--- src/rtl/quad_decoder_px.sv ---
// rtl/quad_decoder_px.sv - quadrature decoder and position counter with index and latch capture
module quad_decoder_px #(
    parameter int WIDTH         = 32,
    parameter int SYNC_STAGES   = 2,
    parameter int FILTER_CYCLES = 4
) (
    input  logic             clk,
    input  logic             reset,
    input  logic             a,
    input  logic             b,
    input  logic             idx,
    input  logic [1:0]       mode,
    input  logic             zero,
    input  logic             idx_clr_en,
    input  logic             latch,
    input  logic             err_clr,
    output logic [WIDTH-1:0] count,
    output logic [WIDTH-1:0] latched,
    output logic [WIDTH-1:0] idx_pos,
    output logic             idx_seen,
    output logic             err,
    output logic             step,
    output logic             dir
);

    localparam logic ST_INIT = 1'b0;
    localparam logic ST_RUN  = 1'b1;

    localparam int INIT_N = SYNC_STAGES + FILTER_CYCLES;
    localparam int IW     = $clog2(INIT_N + 1);
    localparam int RW     = $clog2(FILTER_CYCLES + 1);
    localparam logic [IW-1:0]    INIT_LAST = IW'(INIT_N - 1);
    localparam logic [RW-1:0]    RUN_LAST  = RW'(FILTER_CYCLES - 1);
    localparam logic [WIDTH-1:0] ONE       = {{(WIDTH-1){1'b0}}, 1'b1};

    logic          state;
    logic [IW-1:0] init_cnt;
    logic          in_init;
    logic [2:0]    raw;
    logic [2:0]    filt;

    assign in_init = (state == ST_INIT);
    assign raw     = {a, b, idx};

    // Channel order: [2]=a, [1]=b, [0]=idx
    for (genvar i = 0; i < 3; i++) begin : g_chan
        logic [SYNC_STAGES-1:0] sync_q;
        logic [RW-1:0]          run_q;
        logic                   filt_q;
        logic                   sync_val;

        assign sync_val = sync_q[SYNC_STAGES-1];
        assign filt[i]  = filt_q;

        always_ff @(posedge clk or posedge reset) begin
            if (reset) begin
                sync_q <= '0;
                run_q  <= '0;
                filt_q <= 1'b0;
            end else begin
                sync_q <= {sync_q[SYNC_STAGES-2:0], raw[i]};
                if (in_init) begin
                    filt_q <= sync_val;
                    run_q  <= '0;
                end else if (sync_val != filt_q) begin
                    if (run_q == RUN_LAST) begin
                        filt_q <= sync_val;
                        run_q  <= '0;
                    end else begin
                        run_q <= run_q + 1'b1;
                    end
                end else begin
                    run_q <= '0;
                end
            end
        end
    end

    logic       pa, pb, pidx;
    logic [1:0] cur, prev, changed, next_up;
    logic       single, both, is_up, a_chg;
    logic       step_req, dir_req, idx_rise, idx_clear;

    assign cur     = {filt[2], filt[1]};
    assign prev    = {pa, pb};
    assign changed = cur ^ prev;
    assign both    = &changed;
    assign single  = ^changed;
    assign a_chg   = changed[1];

    // Up sequence 00 -> 10 -> 11 -> 01 -> 00
    always_comb begin
        next_up = 2'b00;
        case (prev)
            2'b00:   next_up = 2'b10;
            2'b10:   next_up = 2'b11;
            2'b11:   next_up = 2'b01;
            default: next_up = 2'b00;
        endcase
    end

    assign is_up = (cur == next_up);

    always_comb begin
        step_req = 1'b0;
        dir_req  = is_up;
        case (mode)
            2'b01: step_req = single & a_chg;
            2'b10: begin
                step_req = single & a_chg & ~filt[1];
                dir_req  = filt[2];
            end
            default: step_req = single;
        endcase
    end

    assign idx_rise  = ~in_init & filt[0] & ~pidx;
    assign idx_clear = idx_rise & idx_clr_en;

    always_ff @(posedge clk or posedge reset) begin
        if (reset) begin
            state    <= ST_INIT;
            init_cnt <= '0;
            pa       <= 1'b0;
            pb       <= 1'b0;
            pidx     <= 1'b0;
            count    <= '0;
            latched  <= '0;
            idx_pos  <= '0;
            idx_seen <= 1'b0;
            err      <= 1'b0;
            step     <= 1'b0;
            dir      <= 1'b0;
        end else begin
            pidx <= filt[0];
            step <= 1'b0;
            if (latch) begin
                latched <= count;
            end
            if (in_init) begin
                if (init_cnt == INIT_LAST) begin
                    state <= ST_RUN;
                    pa    <= filt[2];
                    pb    <= filt[1];
                end else begin
                    init_cnt <= init_cnt + 1'b1;
                end
                if (zero) begin
                    count    <= '0;
                    idx_seen <= 1'b0;
                end else if (err_clr) begin
                    err <= 1'b0;
                end
            end else begin
                pa <= filt[2];
                pb <= filt[1];
                if (both) begin
                    err <= 1'b1;
                end else if (err_clr) begin
                    err <= 1'b0;
                end
                if (idx_rise) begin
                    idx_pos <= count;
                end
                if (zero) begin
                    idx_seen <= 1'b0;
                end else if (idx_rise) begin
                    idx_seen <= 1'b1;
                end
                // A step that collides with a clear is dropped entirely
                if (zero || idx_clear) begin
                    count <= '0;
                end else if (step_req) begin
                    count <= dir_req ? count + ONE : count - ONE;
                    step  <= 1'b1;
                    dir   <= dir_req;
                end
            end
        end
    end

endmodule

--- config.mk ---
export PLATFORM = sky130hd
export DESIGN_NAME = quad_decoder_px
export DESIGN_NICKNAME = d
export VERILOG_FILES = /design/src/rtl/quad_decoder_px.sv
export SDC_FILE = /design/constraint.sdc
export NUM_CORES = 1
export LEC_CHECK = 0
export BUFFER_PORTS_ARGS = -buffer_cell sky130_fd_sc_hd__buf_2
export CORE_ASPECT_RATIO = 0.75
export CORE_MARGIN = 5
export CORE_UTILIZATION = 48
export DETAILED_ROUTE_END_ITERATION = 6
export PLACE_DENSITY = 0.7
export SYNTH_ARGS = -nofsm -noshare
export SYNTH_HDL_FRONTEND = slang
export SYNTH_SLANG_ARGS = --single-unit
--- constraint.sdc ---
create_clock -name clk -period 10.5 [get_ports clk]
set_clock_uncertainty 0.15 [all_clocks]
set_input_delay 0 -clock clk [delete_from_list [all_inputs] [get_ports clk]]
set_output_delay 0 -clock clk [all_outputs]
set_load 0.02 [all_outputs]
; ---- Word-level counts from Yosys, hierarchy flattened
; Cells that the tools add are included.
[classes]
bitwise_logic = 11
n_eq_ne = 20
reduce_logical = 15
n_mux = 43
add_sub_neg = 6
[op_table]
columns = operator, n
row1 = 32-bit two-way mux, 5
row2 = "32-bit by 1-bit adder with 32-bit output, second input constant", 1
row3 = "32-bit by 1-bit subtractor with 32-bit output, second input constant", 1
row4 = 1-bit two-way mux, 27
row5 = 3-bit two-way mux, 9
row6 = 2-bit AND reduction, 8
row7 = "2-bit by 1-bit != test with 1-bit output, second input constant", 7
row8 = "3-bit by 1-bit adder with 3-bit output, second input constant", 4
row9 = "3-bit by 2-bit == test with 1-bit output, second input constant", 3
row10 = "2-bit == test, second input constant", 3
row11 = 2-bit one-hot mux with 3 select lines, 1
row12 = 2-bit nonzero test, 3
row13 = 1-bit bitwise AND, 5
row14 = 1-bit NOT, 5
row15 = "3-bit == test, second input constant", 1
row16 = 1-bit != test, 3
row17 = "3-bit by 1-bit != test with 1-bit output, second input constant", 1
row18 = 3-bit AND reduction, 1
row19 = "2-bit by 1-bit == test with 1-bit output, second input constant", 1
row20 = 2-bit == test, 1
row21 = 2-bit zero test, 1
row22 = 1-bit one-hot mux with 2 select lines, 1
row23 = 2-bit parity, 1
row24 = 2-bit bitwise XOR, 1
row25 = 1-bit logical OR, 1
[word_totals]
word_cells = 116
ff_bits = 125
inputBits = 11

; ---- Logic depth before layout (Yosys ltp)
[logic_depth]
word_depth = 8
ltp_mapped = 16
ltp_nobuf = 14

; ---- Least setup slack after synthesis
; Ideal clock, no wire load.
[synth_timing]
path_kind = reg2reg
start = register g_chan[2].filt_q
end = register count[28]
arrival_time_ns = 3.249
stages_incl_launch_ff = 16
setup_slack_ns = 6.969
period_less_slack_ns = 3.531
path_cell_list = dfrtp_1 buf_2 nor3b_2 o21ai_1 nand2_1 buf_2 buf_1 xnor2_1 ha_1 nor3_1 nand2b_1 or4_1 o221ai_1 mux2i_1 xor2_1 nor2_1
[synth_via]
elab_chain_len = 7
elab_cells_between_ends = 13
[synth_rtl]
columns = item, line_no
row1 = start: declaration, 49  ; logic filt_q;
row2 = start signal: assignment, 63  ; filt_q <= sync_val;
row3 = start signal: assignment, 67  ; filt_q <= sync_val;
row4 = 2-bit bitwise XOR, 86  ; assign changed = cur ^ prev;
row5 = 2-bit parity, 88  ; assign single = ^changed;
row6 = 1-bit bitwise AND, "108, 110"
row7 = 1-bit bitwise AND, 110  ; step_req = single & a_chg & ~filt[1];
row8 = 1-bit one-hot mux with 2 select lines, 107  ; case (mode)
row9 = 3-bit by 1-bit != test with 1-bit output (no line), --
row10 = 2-bit AND reduction (no line), --
row11 = end signal: assignment, 174  ; count <= dir_req ? count + ONE : count - ONE;
row12 = end: declaration, 17  ; output logic [WIDTH-1:0] count,
; Parallel ways exist; a longest one is shown, timed or not. The select of a mux whose other input is x is not followed.
; A chain may end at the register's enable or synchronous reset.

; ---- Worst setup path after layout
[layout_timing]
start = register g_chan[2].filt_q
end = register count[12]
; The elaborated chain is that of the path after synthesis.

==> impl_metrics.yaml <==
placed_design:
  post-dp-hpwl_um: 11300
  routabilityCongestion: 0.899
  portBuffers: 110
  place_inst: 916
worst_setup_path:
  rr_startpoint: "g_chan[2].filt_q$_DFFE_PP0P_"
  timing.rr.end: "count[12]$_DFFE_PP0P_"
  r2r_cells: 12
  path_cells: "nor2b_1 -> o21ai_1 -> nand2_1 -> xnor2_1 -> ha_1 -> nor3_1 -> nand2b_1 -> or4_1 -> a21oi_1 -> nand4_1 -> a2111o_1 -> o21ai_0"
  worstSetupStartpointType: "flip-flop"
  max_stage_delay_ns: 0.68
  arrival_ns: 4.44
  cpMaxStageDelayCell: "nand2_1"
  critical_path_class: "reg -> reg"
  rrSetupSlack_ns: 6.23
  cp_max_fo: 31
  cp-end-kind: "flip-flop"
  crit_required_ns: 10.67
power_and_ir_drop:
  p_seq_share_pct: 28.2
  combPwrFrac_pct: 49.0
  switching_share_pct: 44.9
  ir_drop_uv: 219
  power_switching_uw: 1360
  p_int_uw: 1670
  pwr_density_cell_mw_per_mm2: 392
  leakagePower_uw: 0.00388
  pwr-share-clk_pct: 22.7
run:
  cap_violations: 0
global_route:
  grt_antenna_before_repair: 0
  overflow: 0
  track_usage_pct: 22.4
  grt_pass1_vias: 5443
  grt_pass1_wl_um: 27700
  grt_max_degree: 72
clocking:
  cts_root_buf: "clkbuf_16"
  cts_buffers: 17
  clockBufferDepth: 2
  cts.hold.buffers_added: 7
  htreeDepth: 4
  cts.sinks: 125
  ctsResizeCount: 0
  post_cts_buffers: 0
  clk_pin_slew_ns: 0.06
  cts_tree: "built"
  clk_latency_ns: 0.42
synthesis:
  yosysUniqueCellTypes: 64
  synth_fp_nets: 708
  yosys_warnings: 0
  netlist_area_mm2: 0.00638
  synthMostInstantiatedCell: "nand2_1"
  yosys.area.top_type: "dfrtp_1"
  synth-seq-cells: 125
  synth_cells: 685
  synth_top_area_share_pct: 49.0
  synth.avg_cell_area_um2: 9.31
  synthFlopType: "dfrtp_1"
  synth_common_cells: "nand2_1, dfrtp_1, nor2_1, clkbuf_1, mux2_2"
  synth-edff-count: 0
  synth_seq_area_share_pct: 49.0
  synth_area_leaders: "dfrtp_1, nand2_1, mux2_2"
  ys_async_sr_fraction_pct: 100
final_layout:
  n_antenna_cell: 0
  area_growth_pct: 21.0
  stdcell_count: 955
  n_fill_cell: 1165
  final_layout_size_suffix_gt1_share_pct: 24.4
  final_nets: 794
sta:
  hold_viol_final: 0
  slew_violations: 0
  slew_headroom_pct: 29.7
  period_share_pct: 40.7
  rsz0062_at_grt: "no"
  fmax_mhz: 234
  fin_setup_tns_ns: 0
  period_minus_slack_ns: 4.27
  setup_violations: 0
  worstMarginPinSlew_ns: 1.05
worst_hold_path:
  hp-class: "in -> reg"
  whs_path_depth: 2
  hold_start: "a"
  hold_end: "g_chan[2].sync_q[0]$_DFF_PP0_"
routing:
  firstDrtPassIters: 5
  viasPerCell: 5.71
  drcViolationCount: 0
  via_count: 5457
  drt_iter0_drc: 397
  wl_per_cell_um: 17.7
  wirelength_um: 16900
  antenna_left: 0
die:
  initial_core_util_pct: 49.0
  die_area_mm2: 0.0157
  fp-row-count: 36
  fp.dieH_um: 110
  io-pin-count: 111
  die_x_um: 143
  core_area_mm2: 0.0130
status:
  outcome: "finished, final reports clean"
[cell families (layout without fill, tap and decap cells)]
group                    Yosys count  after routing  synth area share, %
XOR/XNOR                          32             32                 4.39
AO/OA/AOI/OAI                     79             79                 8.12
adder cells (fa/ha/maj)           12             12                 2.35
multiplexers                      39             39                 6.81
AND/OR/NAND/NOR                  332            332                 25.0
flip-flops                       125            125                 49.0
buffers and inverters             66            165                 4.30
[state kept, by name, summed over array words and instances, names as in the netlist]
name,flops
idx_seen,1
latched,32
init_cnt,3
pa,1
pb,1
g_chan.run_q,9
idx_pos,32
state,1
g_chan.sync_q,6
dir,1
g_chan.filt_q,3
pidx,1
step,1
count,32
err,1
[worst max path at each step]
| stage | endpoint | from | cells after the start | slack, ns |
|---|---|---|---|---|
| after global routing | count[28]$_DFFE_PP0P_ | g_chan[2].filt_q$_DFFE_PP0P_ | 12 | 5.89 |
| after detailed placement | count[28]$_DFFE_PP0P_ | g_chan[2].filt_q$_DFFE_PP0P_ | 12 | 6.33 |
| after floorplan | count[28]$_DFFE_PP0P_ | g_chan[2].filt_q$_DFFE_PP0P_ | 15 | 6.97 |
| final | count[12]$_DFFE_PP0P_ | g_chan[2].filt_q$_DFFE_PP0P_ | 12 | 6.23 |
| after global placement | count[28]$_DFFE_PP0P_ | g_chan[2].filt_q$_DFFE_PP0P_ | 12 | 6.44 |
| after CTS | count[12]$_DFFE_PP0P_ | g_chan[2].filt_q$_DFFE_PP0P_ | 12 | 6.31 |
[final cells by class]
type                    count  area, µm²  share of cell area, %
clock inverters            11        236                   3.06
multi-input cells         494       2980                   38.6
repair buffers            121        651                   8.43
flip-flops and latches    125       3130                   40.5
clock buffers              21        460                   5.97
well taps                 171        214                   2.77
inverters                  12       47.5                  0.616
[per-stage QoR]
stage	instance area, µm²	setup slack, ns	hold slack, ns	util, %	power [µW]
floorplan	6380	6.97	-0.119	-	1910
global placement	6950	6.44	-0.0417	53.4	2290
detailed placement	6950	6.33	-0.0407	53.4	2320
CTS	7720	6.31	0.0591	59.3	3030
global route	7720	5.89	0.0790	59.3	3250
finish	7720	6.23	0.0872	59.3	3030
[placed cells by master, fill, tap and decap left out, drive strengths merged, types with 4 or more instances in the layout]
cell type | synthesis | final
ha | 12 | 12
a21o | 4 | 4
mux2i | 4 | 4
xor2 | 15 | 15
dlygate4sd3 | 0 | 7
and3 | 12 | 12
nand2 | 143 | 143
clkbuf | 36 | 21
nor4 | 10 | 10
o21ai | 16 | 16
nand3 | 19 | 19
nor2 | 54 | 54
nand4 | 19 | 19
nor3b | 6 | 6
nor2b | 9 | 9
bufinv | 0 | 7
a21oi | 26 | 26
mux2 | 35 | 35
inv | 12 | 12
dfrtp | 125 | 125
or4 | 11 | 11
nor3 | 23 | 23
xnor2 | 17 | 17
or3 | 11 | 11
buf | 18 | 114
o211ai | 4 | 4
[power by group through the flow]
stage          sequential [µW]  clock, µW  combinational, µW
2_1_floorplan              910          0               1000
3_3_place_gp               846          0               1450
3_5_place_dp               856          0               1460
4_1_cts                    851        701               1480
5_1_grt                    884        726               1640
6_report                   854        689               1480
[worst max-delay path, delay by kind of cell, from the launching register on]
family,cells,cell delay (ns)
simple gates,6,1.93
compound gates,4,1.00
flops,1,0.50
xor+xnor,1,0.33
fa+ha+maj,1,0.27
[routing by layer]
metal / GRT usage [%] / vias up / routed length, µm
li1: - / 2536 / -
met1: 31.4 / 2700 / 7940
met2: 35.3 / 205 / 7740
met3: 5.65 / 16 / 1110
met4: 5.43 / 0 / 105
met5: 0 / - / 0
Note: power is estimated with default switching activity, not from simulation.
